==> config.mk <==
export PLATFORM = sky130hd
export DESIGN_NAME = pool_window_seq
export DESIGN_NICKNAME = d
export VERILOG_FILES = /design/src/rtl/cnn_pkg.sv /design/src/rtl/pool_addr_gen.sv /design/src/rtl/pool_window_seq.sv
export SDC_FILE = /design/constraint.sdc
export NUM_CORES = 1
export LEC_CHECK = 0
export ABC_AREA = 1
export CAP_MARGIN = 20
export CORE_MARGIN = 2
export CORE_UTILIZATION = 35
export CTS_CLUSTER_SIZE = 30
export DETAILED_ROUTE_END_ITERATION = 10
export PLACE_DENSITY = 0.81
export SKIP_LAST_GASP = 1
export SYNTH_ARGS = -nofsm -noshare
export SYNTH_HDL_FRONTEND = slang
export SYNTH_HIERARCHICAL = 1
export SYNTH_SLANG_ARGS = --single-unit
==> constraint.sdc <==
create_clock -name clk -period 3.2 [get_ports clk]
set_input_delay 0.96 -clock clk [delete_from_list [all_inputs] [get_ports clk]]
set_output_delay 0.96 -clock clk [all_outputs]
set_load 0.02 [all_outputs]
==> src/rtl/cnn_pkg.sv <==
// Shared CNN definitions: Q8.8 sample format and pooling-sequencer state encoding.
package cnn_pkg;

  localparam int DATA_W = 16;
  localparam int Q_FRAC = 8;

  typedef logic signed [DATA_W-1:0] q88_t;

  typedef enum logic [2:0] {
    IDLE  = 3'd0,
    CLEAR = 3'd1,
    READ  = 3'd2,
    DRAIN = 3'd3,
    EMIT  = 3'd4,
    FIN   = 3'd5
  } pool_state_e;

endpackage

==> src/rtl/pool_addr_gen.sv <==
// Window/element counters for the pooling sequencer; produces the feature-map read
// address, the raster index of the pooled output, and the end-of-window/frame flags.
module pool_addr_gen #(
  parameter int IMG_W   = 28,
  parameter int IMG_H   = 28,
  parameter int POOL    = 2,
  parameter int ADDR_W  = 10,
  parameter int OADDR_W = 8
) (
  input  logic               clk,
  input  logic               reset_n,
  input  logic               i_elem_adv,
  input  logic               i_win_adv,
  output logic [ADDR_W-1:0]  o_fmap_addr,
  output logic [OADDR_W-1:0] o_out_addr,
  output logic               o_last_elem,
  output logic               o_last_win
);

  localparam int PW   = IMG_W / POOL;
  localparam int PH   = IMG_H / POOL;
  localparam int DC_W = (POOL > 1) ? $clog2(POOL) : 1;
  localparam int PC_W = (PW > 1) ? $clog2(PW) : 1;
  localparam int PR_W = (PH > 1) ? $clog2(PH) : 1;

  localparam logic [ADDR_W-1:0]  L_POOL_A = ADDR_W'(POOL);
  localparam logic [ADDR_W-1:0]  L_IMGW_A = ADDR_W'(IMG_W);
  localparam logic [OADDR_W-1:0] L_PW_O   = OADDR_W'(PW);

  generate
    if ((IMG_W % POOL) != 0 || (IMG_H % POOL) != 0) begin : g_bad_pool
      $error("pool_addr_gen: IMG_W and IMG_H must be multiples of POOL");
    end
    if ((IMG_W * IMG_H) > (2 ** ADDR_W)) begin : g_bad_addr
      $error("pool_addr_gen: feature map does not fit in ADDR_W");
    end
    if ((PW * PH) > (2 ** OADDR_W)) begin : g_bad_oaddr
      $error("pool_addr_gen: pooled map does not fit in OADDR_W");
    end
  endgenerate

  logic [DC_W-1:0] r_dc;
  logic [DC_W-1:0] r_dr;
  logic [PC_W-1:0] r_pc;
  logic [PR_W-1:0] r_pr;

  assign o_last_elem = (r_dr == DC_W'(POOL - 1)) && (r_dc == DC_W'(POOL - 1));
  assign o_last_win  = (r_pr == PR_W'(PH - 1)) && (r_pc == PC_W'(PW - 1));

  assign o_fmap_addr = (ADDR_W'(r_pr) * L_POOL_A + ADDR_W'(r_dr)) * L_IMGW_A
                     + ADDR_W'(r_pc) * L_POOL_A + ADDR_W'(r_dc);
  assign o_out_addr  = OADDR_W'(r_pr) * L_PW_O + OADDR_W'(r_pc);

  // In-window counters step once per read; window counters step on each accepted output.
  always_ff @(posedge clk or negedge reset_n) begin
    if (!reset_n) begin
      r_dc <= '0;
      r_dr <= '0;
      r_pc <= '0;
      r_pr <= '0;
    end else begin
      if (i_elem_adv) begin
        if (r_dc == DC_W'(POOL - 1)) begin
          r_dc <= '0;
          if (r_dr == DC_W'(POOL - 1)) begin
            r_dr <= '0;
          end else begin
            r_dr <= r_dr + 1'b1;
          end
        end else begin
          r_dc <= r_dc + 1'b1;
        end
      end
      if (i_win_adv) begin
        if (r_pc == PC_W'(PW - 1)) begin
          r_pc <= '0;
          if (r_pr == PR_W'(PH - 1)) begin
            r_pr <= '0;
          end else begin
            r_pr <= r_pr + 1'b1;
          end
        end else begin
          r_pc <= r_pc + 1'b1;
        end
      end
    end
  end

endmodule

==> src/rtl/pool_window_seq.sv <==
// Pooling window sequencer: reads each POOLxPOOL window from feature-map RAM into an
// external max_reg and emits one pooled value per window on a valid/ready output.
module pool_window_seq
  import cnn_pkg::*;
#(
  parameter int DATA_W  = 16,
  parameter int IMG_W   = 28,
  parameter int IMG_H   = 28,
  parameter int POOL    = 2,
  parameter int ADDR_W  = 10,
  parameter int OADDR_W = 8
) (
  input  logic               clk,
  input  logic               reset_n,
  input  logic               start,
  output logic               busy,
  output logic               done,
  output logic               fmap_rd_en,
  output logic [ADDR_W-1:0]  fmap_addr,
  input  logic [DATA_W-1:0]  fmap_rdata,
  output logic               mr_clear,
  output logic [DATA_W-1:0]  mr_din,
  output logic               mr_valid,
  input  logic [DATA_W-1:0]  mr_max,
  output logic               out_valid,
  input  logic               out_ready,
  output logic [DATA_W-1:0]  out_data,
  output logic [OADDR_W-1:0] out_addr
);

  pool_state_e r_state;
  logic        r_busy;
  logic        r_done;
  logic        r_rd_en;
  logic        r_mr_clear;
  logic        r_mr_valid;
  logic        r_out_valid;

  logic        w_elem_adv;
  logic        w_win_adv;
  logic        w_last_elem;
  logic        w_last_win;

  assign w_elem_adv = (r_state == READ);
  assign w_win_adv  = (r_state == EMIT) && out_ready;

  pool_addr_gen #(
    .IMG_W   (IMG_W),
    .IMG_H   (IMG_H),
    .POOL    (POOL),
    .ADDR_W  (ADDR_W),
    .OADDR_W (OADDR_W)
  ) u_addr_gen (
    .clk         (clk),
    .reset_n     (reset_n),
    .i_elem_adv  (w_elem_adv),
    .i_win_adv   (w_win_adv),
    .o_fmap_addr (fmap_addr),
    .o_out_addr  (out_addr),
    .o_last_elem (w_last_elem),
    .o_last_win  (w_last_win)
  );

  // Each output is set on the transition into the state it belongs to, so it is
  // high for exactly that state's cycles.
  always_ff @(posedge clk or negedge reset_n) begin
    if (!reset_n) begin
      r_state     <= IDLE;
      r_busy      <= 1'b0;
      r_done      <= 1'b0;
      r_rd_en     <= 1'b0;
      r_mr_clear  <= 1'b0;
      r_out_valid <= 1'b0;
    end else begin
      case (r_state)
        IDLE: begin
          r_done <= 1'b0;
          if (start) begin
            r_state    <= CLEAR;
            r_busy     <= 1'b1;
            r_mr_clear <= 1'b1;
          end else begin
            r_state <= IDLE;
          end
        end
        CLEAR: begin
          r_mr_clear <= 1'b0;
          r_rd_en    <= 1'b1;
          r_state    <= READ;
        end
        READ: begin
          if (w_last_elem) begin
            r_rd_en <= 1'b0;
            r_state <= DRAIN;
          end else begin
            r_state <= READ;
          end
        end
        DRAIN: begin
          r_out_valid <= 1'b1;
          r_state     <= EMIT;
        end
        EMIT: begin
          if (out_ready) begin
            r_out_valid <= 1'b0;
            if (w_last_win) begin
              r_state <= FIN;
              r_done  <= 1'b1;
              r_busy  <= 1'b0;
            end else begin
              r_state    <= CLEAR;
              r_mr_clear <= 1'b1;
            end
          end else begin
            r_state <= EMIT;
          end
        end
        FIN: begin
          r_done  <= 1'b0;
          r_state <= IDLE;
        end
        default: begin
          r_state     <= IDLE;
          r_busy      <= 1'b0;
          r_done      <= 1'b0;
          r_rd_en     <= 1'b0;
          r_mr_clear  <= 1'b0;
          r_out_valid <= 1'b0;
        end
      endcase
    end
  end

  // RAM data arrives one cycle after the strobe, so the max_reg qualifier lags by one.
  always_ff @(posedge clk or negedge reset_n) begin
    if (!reset_n) begin
      r_mr_valid <= 1'b0;
    end else begin
      r_mr_valid <= r_rd_en;
    end
  end

  assign busy       = r_busy;
  assign done       = r_done;
  assign fmap_rd_en = r_rd_en;
  assign mr_clear   = r_mr_clear;
  assign mr_valid   = r_mr_valid;
  assign mr_din     = fmap_rdata;
  assign out_valid  = r_out_valid;
  assign out_data   = mr_max;

endmodule
==> qor.yml, run 1 <==
synthesis:
  synthCells: 250
  ys_seq_area_share_pct: 24.39
  synth_top_area_cell: "dfrtp_1"
  synth_area_sq_um: 1949
  postSynth.asyncResetShare_pct: 100.0
  syn-num-nets: 311
  yosysWarnings: 6
  synth-edff-count: 0
  synth_area_per_cell_sq_um: 7.797
  synth_flop_cell: "dfrtp_1"
  ys_seq_elements: 19
  synth.top_cell.area_share_pct: 24.39
  ys_types: 29
  synth_area_leaders: "dfrtp_1 24%, buf_4 13%, ha_1 11%"
  synth_most_common_cell: "nand2_1"
  synthTopCellsByCount: "56 x nand2_1, 35 x buf_4, 31 x inv_1, 20 x nand3_1, 19 x dfrtp_1"
critical_path:
  path_class: "register to output pin"
  critPathMaxFanout: 3
  worstPathArrival_ns: 2.61
  path_buf_inv: 3
  cp.required_ns: 2.24
  start_kind: "register"
  cp_top_family: "adder cells"
  slowest_stage: "fa_1"
  worstPathCellList: "fa_1, ha_4, inv_2, fa_2, buf_6, xor2_4, nor2_4, nand3_2, nand2_2, nand2_2, buf_6"
  worstSetupEndpointType: "output pin"
  cpPeakStageDelay_ns: 0.59
cts:
  cts_max_level: 1
  cts_buffers: 3
  cts_sinks: 19
  path_clk_slew_ns: 0.07
  clk_latency_ns: 0.25
  root_buffer: "clkbuf_8"
  clockBufferDepth: 2
  cts_tree: "yes"
sta:
  grt_setup_unrepaired: "true"
  finalCritPeriodShare_pct: 111.5
  tightestPinTransition_ns: 0.3117
  min_period_ns: 3.569
  timing.final.hold_violations: 0
  finalSetupTns_ns: -2.716
  setup_viol: 9
  fmax_mhz: 280.2
  maxSlewViolCount: 0
  relSlewSlack_pct: 79.16
  setup_slack_ns: -0.3687
  skew_ns: 0.0009250
global_routing:
  grt_pass1_vias: 1691
  gr-usage-all-layers_pct: 14.78
  grt_max_degree: 20
  antenna_found_initial: 0
  overflow: 0
  grt_pass1_wl_um: 7534
drt:
  postRouteAntennaNets: 0
  drcViolationCount: 0
  vias: 1645
  via_per_inst: 4.647
  wire_per_inst_um: 12.10
  first_iter_violations: 50
  firstDrtPassIters: 5
  routed_wirelength_um: 4285
finish:
  syn2layout_area_growth_pct: 33.38
  multi_input_area_sq_um: 1308
  reg_top3: "u_addr_gen/r_pc x4, u_addr_gen/r_pr x4, r_state x3"
  drive_gt1_share_pct: 33.69
  final-seq-area_sq_um: 478.0
  n_antenna_cell: 0
  fin_nets: 344
  fill_cells: 520
floorplan:
  start_util_pct: 35.84
  die_w_um: 78.63
  die_h_um: 78.63
  num_rows: 27
  dieArea_sq_um: 6183
  coreArea_sq_um: 5439
  ios: 92
worst_hold_path:
  hp-class: "register to register"
place:
  routabilityCongestion: 0.8571
  io_buffers: 27
  hpwl_um: 3153
job:
  cap_viol_max_count: 0
run_status:
  status: "complete, but fails checks"
  violations: "negative setup slack"
## cells in the final DEF, fill, tap and decap left out, types with 2 or more instances in the layout
| cell type | netlist | routed |
|---|---|---|
| nand2_4 | 0 | 2 |
| inv_2 | 3 | 6 |
| ha_1 | 17 | 11 |
| fa_1 | 8 | 3 |
| xor2_1 | 11 | 7 |
| dfrtp_1 | 19 | 17 |
| o21ai_0 | 8 | 8 |
| clkdlybuf4s50_1 | 0 | 14 |
| ha_4 | 0 | 5 |
| nor3_1 | 2 | 2 |
| clkbuf_8 | 0 | 3 |
| nand2_2 | 2 | 6 |
| o22ai_1 | 2 | 2 |
| xnor2_2 | 1 | 2 |
| xor2_2 | 1 | 3 |
| nand3_2 | 0 | 3 |
| buf_6 | 0 | 12 |
| nand2_1 | 56 | 50 |
| nor2_4 | 1 | 3 |
| nor2_1 | 15 | 13 |
| inv_1 | 31 | 28 |
| nand3_1 | 20 | 16 |
| buf_4 | 35 | 35 |
| xor2_4 | 0 | 2 |
| fa_2 | 0 | 5 |
| a21oi_1 | 6 | 6 |
| dfrtp_2 | 0 | 2 |
## stage by stage
step | utilization [%] | cells | hold slack [ns] | setup slack, ns | area (sq um)
3_5_place_dp | 42.35 | 342 | 0.3817 | -0.6579 | 2303
4_1_cts | 45.59 | 351 | 0.4127 | -0.3756 | 2480
6_report | 47.80 | 354 | 0.4114 | -0.3687 | 2600
2_1_floorplan | - | 250 | 0.4838 | -0.06945 | 1996
5_1_grt | 47.80 | 354 | 0.4424 | -0.4512 | 2600
3_3_place_gp | 42.35 | 342 | 0.4092 | -0.5769 | 2303
## metal layers
metal  share of wire (%)  global-route usage, %  up-vias
met5                   0                      0        -
met4                 1.4                  4.386        0
met3                 5.2                  2.069        8
met2                  55                  27.26       38
met1                  39                  17.66      789
li1                    -                      -      810
## cell type report
type	count	share of cell area, %
Inverter	34	4.909
Sequential cell	19	18.38
Timing Repair Buffer	63	21.22
Clock buffer	4	1.732
Multi-Input combinational cell	162	50.29
Tap cell	72	3.465
## kinds of logic after synthesis
logic type,Yosys count,synth area share [%]
AO/OA/AOI/OAI,20,6.162
XOR/XNOR,15,7.510
buffers and inverters,69,20.03
flip-flops,19,24.39
adder cells (fa/ha/maj),25,19.13
multiplexers,1,0.5135
AND/OR/NAND/NOR,101,22.27
## timing repair
| item | CTS | global route |
|---|---|---|
| endpoints found under the hold margin | 0 | 0 |
| hold buffers | 0 | 0 |
| setup endpoints to repair | 13 | 12 |
| pin swaps | 21 | 25 |
| buffers inserted | 5 | 4 |
| gates resized for setup | 79 | 25 |
## final timing paths
check                                                from                             end  slack, ns  cells after the start
max in group asynchronous                         reset_n  u_addr_gen/r_pr[0]$_DFFE_PN0P_       1.95                      2
max reg2reg                u_addr_gen/r_pr[1]$_DFFE_PN0P_            mr_clear$_DFFE_PN0P_       1.42                     11
max                        u_addr_gen/r_pr[1]$_DFFE_PN0P_                    fmap_addr[9]      -0.37                     11
min in group asynchronous                         reset_n            r_state[2]$_DFF_PN0_       1.04                      2
min reg2reg                        fmap_rd_en$_DFFE_PN0P_              mr_valid$_DFF_PN0_       0.41                      0
min                                fmap_rd_en$_DFFE_PN0P_              mr_valid$_DFF_PN0_       0.41                      0
Power of run 1 is not shown: default switching activity piles up to over one toggle a cycle in this logic, so the estimate is an artifact.
==> inputs of run 2 (changes only) <==
--- a/config.mk
+++ b/config.mk
@@ -11,7 +11,8 @@
 export CORE_UTILIZATION = 35
 export CTS_CLUSTER_SIZE = 30
 export DETAILED_ROUTE_END_ITERATION = 10
-export PLACE_DENSITY = 0.81
+export HOLD_SLACK_MARGIN = 0.08
+export PLACE_DENSITY = 0.69
 export SKIP_LAST_GASP = 1
 export SYNTH_ARGS = -nofsm -noshare
 export SYNTH_HDL_FRONTEND = slang
==> qor.yml, run 2 (synthesized netlist as in run 1, its figures left out) <==
run_status:
  status: "complete, but fails checks"
  violations: "negative setup slack"
finish:
  fill_cells: 537
  drive_gt1_share_pct: 33.33
  final_cell_mix: "47 x nand2_1, 36 x buf_4, 29 x inv_1"
  fin_nets: 341
  n_antenna_cell: 0
  syn2layout_area_growth_pct: 29.08
  fin_util_pct: 46.26
  reg_top3: "u_addr_gen/r_pc x4, u_addr_gen/r_pr x4, r_state x3"
  final_cells: 351
  layout_commonest_cell: "nand2_1"
global_routing:
  grt_max_degree: 12
  gr-usage-all-layers_pct: 13.44
  grt_pass1_vias: 1682
  grt_pass1_wl_um: 6941
  overflow: 0
  antenna_found_initial: 0
drt:
  vias: 1590
  met2_wirelength_um: 2045
  via_per_inst: 4.530
  dr_wl_met3_um: 162
  postRouteAntennaNets: 0
  wire_per_inst_um: 11.20
  firstDrtPassIters: 4
  first_iter_violations: 49
  routed_wirelength_um: 3931
  top_layer: "met4"
  drcViolationCount: 0
  wl_met1_um: 1688
sta:
  maxSlewViolCount: 0
  tightestPinTransition_ns: 0.4800
  setup_viol: 10
  hold_ws_ns: 0.4118
  setup_slack_ns: -0.3182
  timing.final.hold_violations: 0
  min_period_ns: 3.518
  finalCritPeriodShare_pct: 109.9
  grt_setup_unrepaired: "true"
  relSlewSlack_pct: 67.90
  skew_ns: 0.002598
  fmax_mhz: 284.2
floorplan:
  coreArea_sq_um: 5439
  start_util_pct: 35.84
  die_h_um: 78.63
  die_w_um: 78.63
  dieArea_sq_um: 6183
  ios: 92
  num_rows: 27
job:
  cap_viol_max_count: 0
worst_hold_path:
  min_from: "fmap_rd_en$_DFFE_PN0P_"
  hp-class: "register to register"
  min_to: "mr_valid$_DFF_PN0_"
  holdPathStages: 0
place:
  place_inst: 345
  hpwl_um: 3090
  dp_slack_ns: -0.6398
  io_buffers: 27
  routabilityCongestion: 0.8614
cts:
  root_buffer: "clkbuf_8"
  clk_latency_ns: 0.25
  cts_buffers: 3
  cts_hold_buf: 0
  clockBufferDepth: 2
  cts_sinks: 19
  path_clk_slew_ns: 0.07
  cts_tree: "yes"
  cts_max_level: 1
critical_path:
  r2r-end: "mr_clear$_DFFE_PN0P_"
  worstSetupEndpointType: "output pin"
  worstPathArrival_ns: 2.56
  cp-startpoint: "u_addr_gen/r_pr[1]$_DFFE_PN0P_"
  critPathMaxFanout: 3
  path_class: "register to output pin"
  start_kind: "register"
  cp.required_ns: 2.24
  r2r_cells: 11
  r2r_setup_slack_ns: 1.44
  r2r_start: "u_addr_gen/r_pr[1]$_DFFE_PN0P_"
## run 2: changes by cell type in the layout (fill, tap and decap cells not counted), moves of 2 or more
cell     delta
nand2_2     +4
xor2_4      -2
nand2_1     -3
xor2_2      +2
buf_6       -4
## run 2: how the worst max path moves through the flow
stage                    to  slack (ns)  cells after the start
6_report       fmap_addr[8]       -0.32                     10
5_1_grt        fmap_addr[8]       -0.47                     10
4_1_cts         out_addr[7]       -0.36                      8
3_5_place_dp   fmap_addr[9]       -0.64                     11
3_3_place_gp   fmap_addr[9]       -0.58                     11
2_1_floorplan   out_addr[7]       -0.07                      7
## run 2: layout make-up
cell class	count	area (sq um)	area share (%)
sequential	19	478.0	19.00
inverter	34	127.6	5.072
clock inverter	1	5.005	0.1989
tap	72	90.09	3.580
clock buffer	3	41.29	1.641
multi-input combinational	162	1260	50.07
timing repair buffer	60	514.2	20.44
## run 2: routing by layer
layer | up-vias | track usage [%]
met2 | 34 | 24.62
met5 | - | 0
met3 | 6 | 1.149
met4 | 0 | 4.912
met1 | 745 | 16.28
li1 | 805 | -
## run 2: timing repair
| action | in CTS | in global routing |
|---|---|---|
| pin swaps | 12 | 12 |
| resized for setup | 69 | 26 |
| cloned | 0 | 0 |
| buffers inserted | 3 | 0 |
| setup endpoints to repair | 13 | 12 |
## run 2: worst max-delay path: stages (launching register included)
cell and delay [ns]:
dfrtp_2 0.44, fa_1 0.59, inv_1 0.08, fa_2 0.41, nand3b_1 0.19, nand2_1 0.07
nand2_1 0.07, nand2_2 0.10, buf_6 0.12, xnor2_4 0.10, buf_6 0.13
## run 2: metrics by stage
stage | instance area (sq um) | setup TNS [ns]
6_report | 2516 | -2.302
5_1_grt | 2516 | -3.537
4_1_cts | 2434 | -2.729
3_5_place_dp | 2326 | -5.211
3_3_place_gp | 2326 | -4.917
2_1_floorplan | 1996 | -0.1274
Power of run 2 is left out for the same reason.
==> inputs of run 3 (changes only) <==
--- a/config.mk
+++ b/config.mk
@@ -6,7 +6,7 @@
 export NUM_CORES = 1
 export LEC_CHECK = 0
 export ABC_AREA = 1
-export CAP_MARGIN = 20
+export CAP_MARGIN = 15
 export CORE_MARGIN = 2
 export CORE_UTILIZATION = 35
 export CTS_CLUSTER_SIZE = 30
==> results of run 3 <==
Same layout as run 2: the final DEF is identical, and so are final timing and power.
Power of run 3 is left out for the same reason.
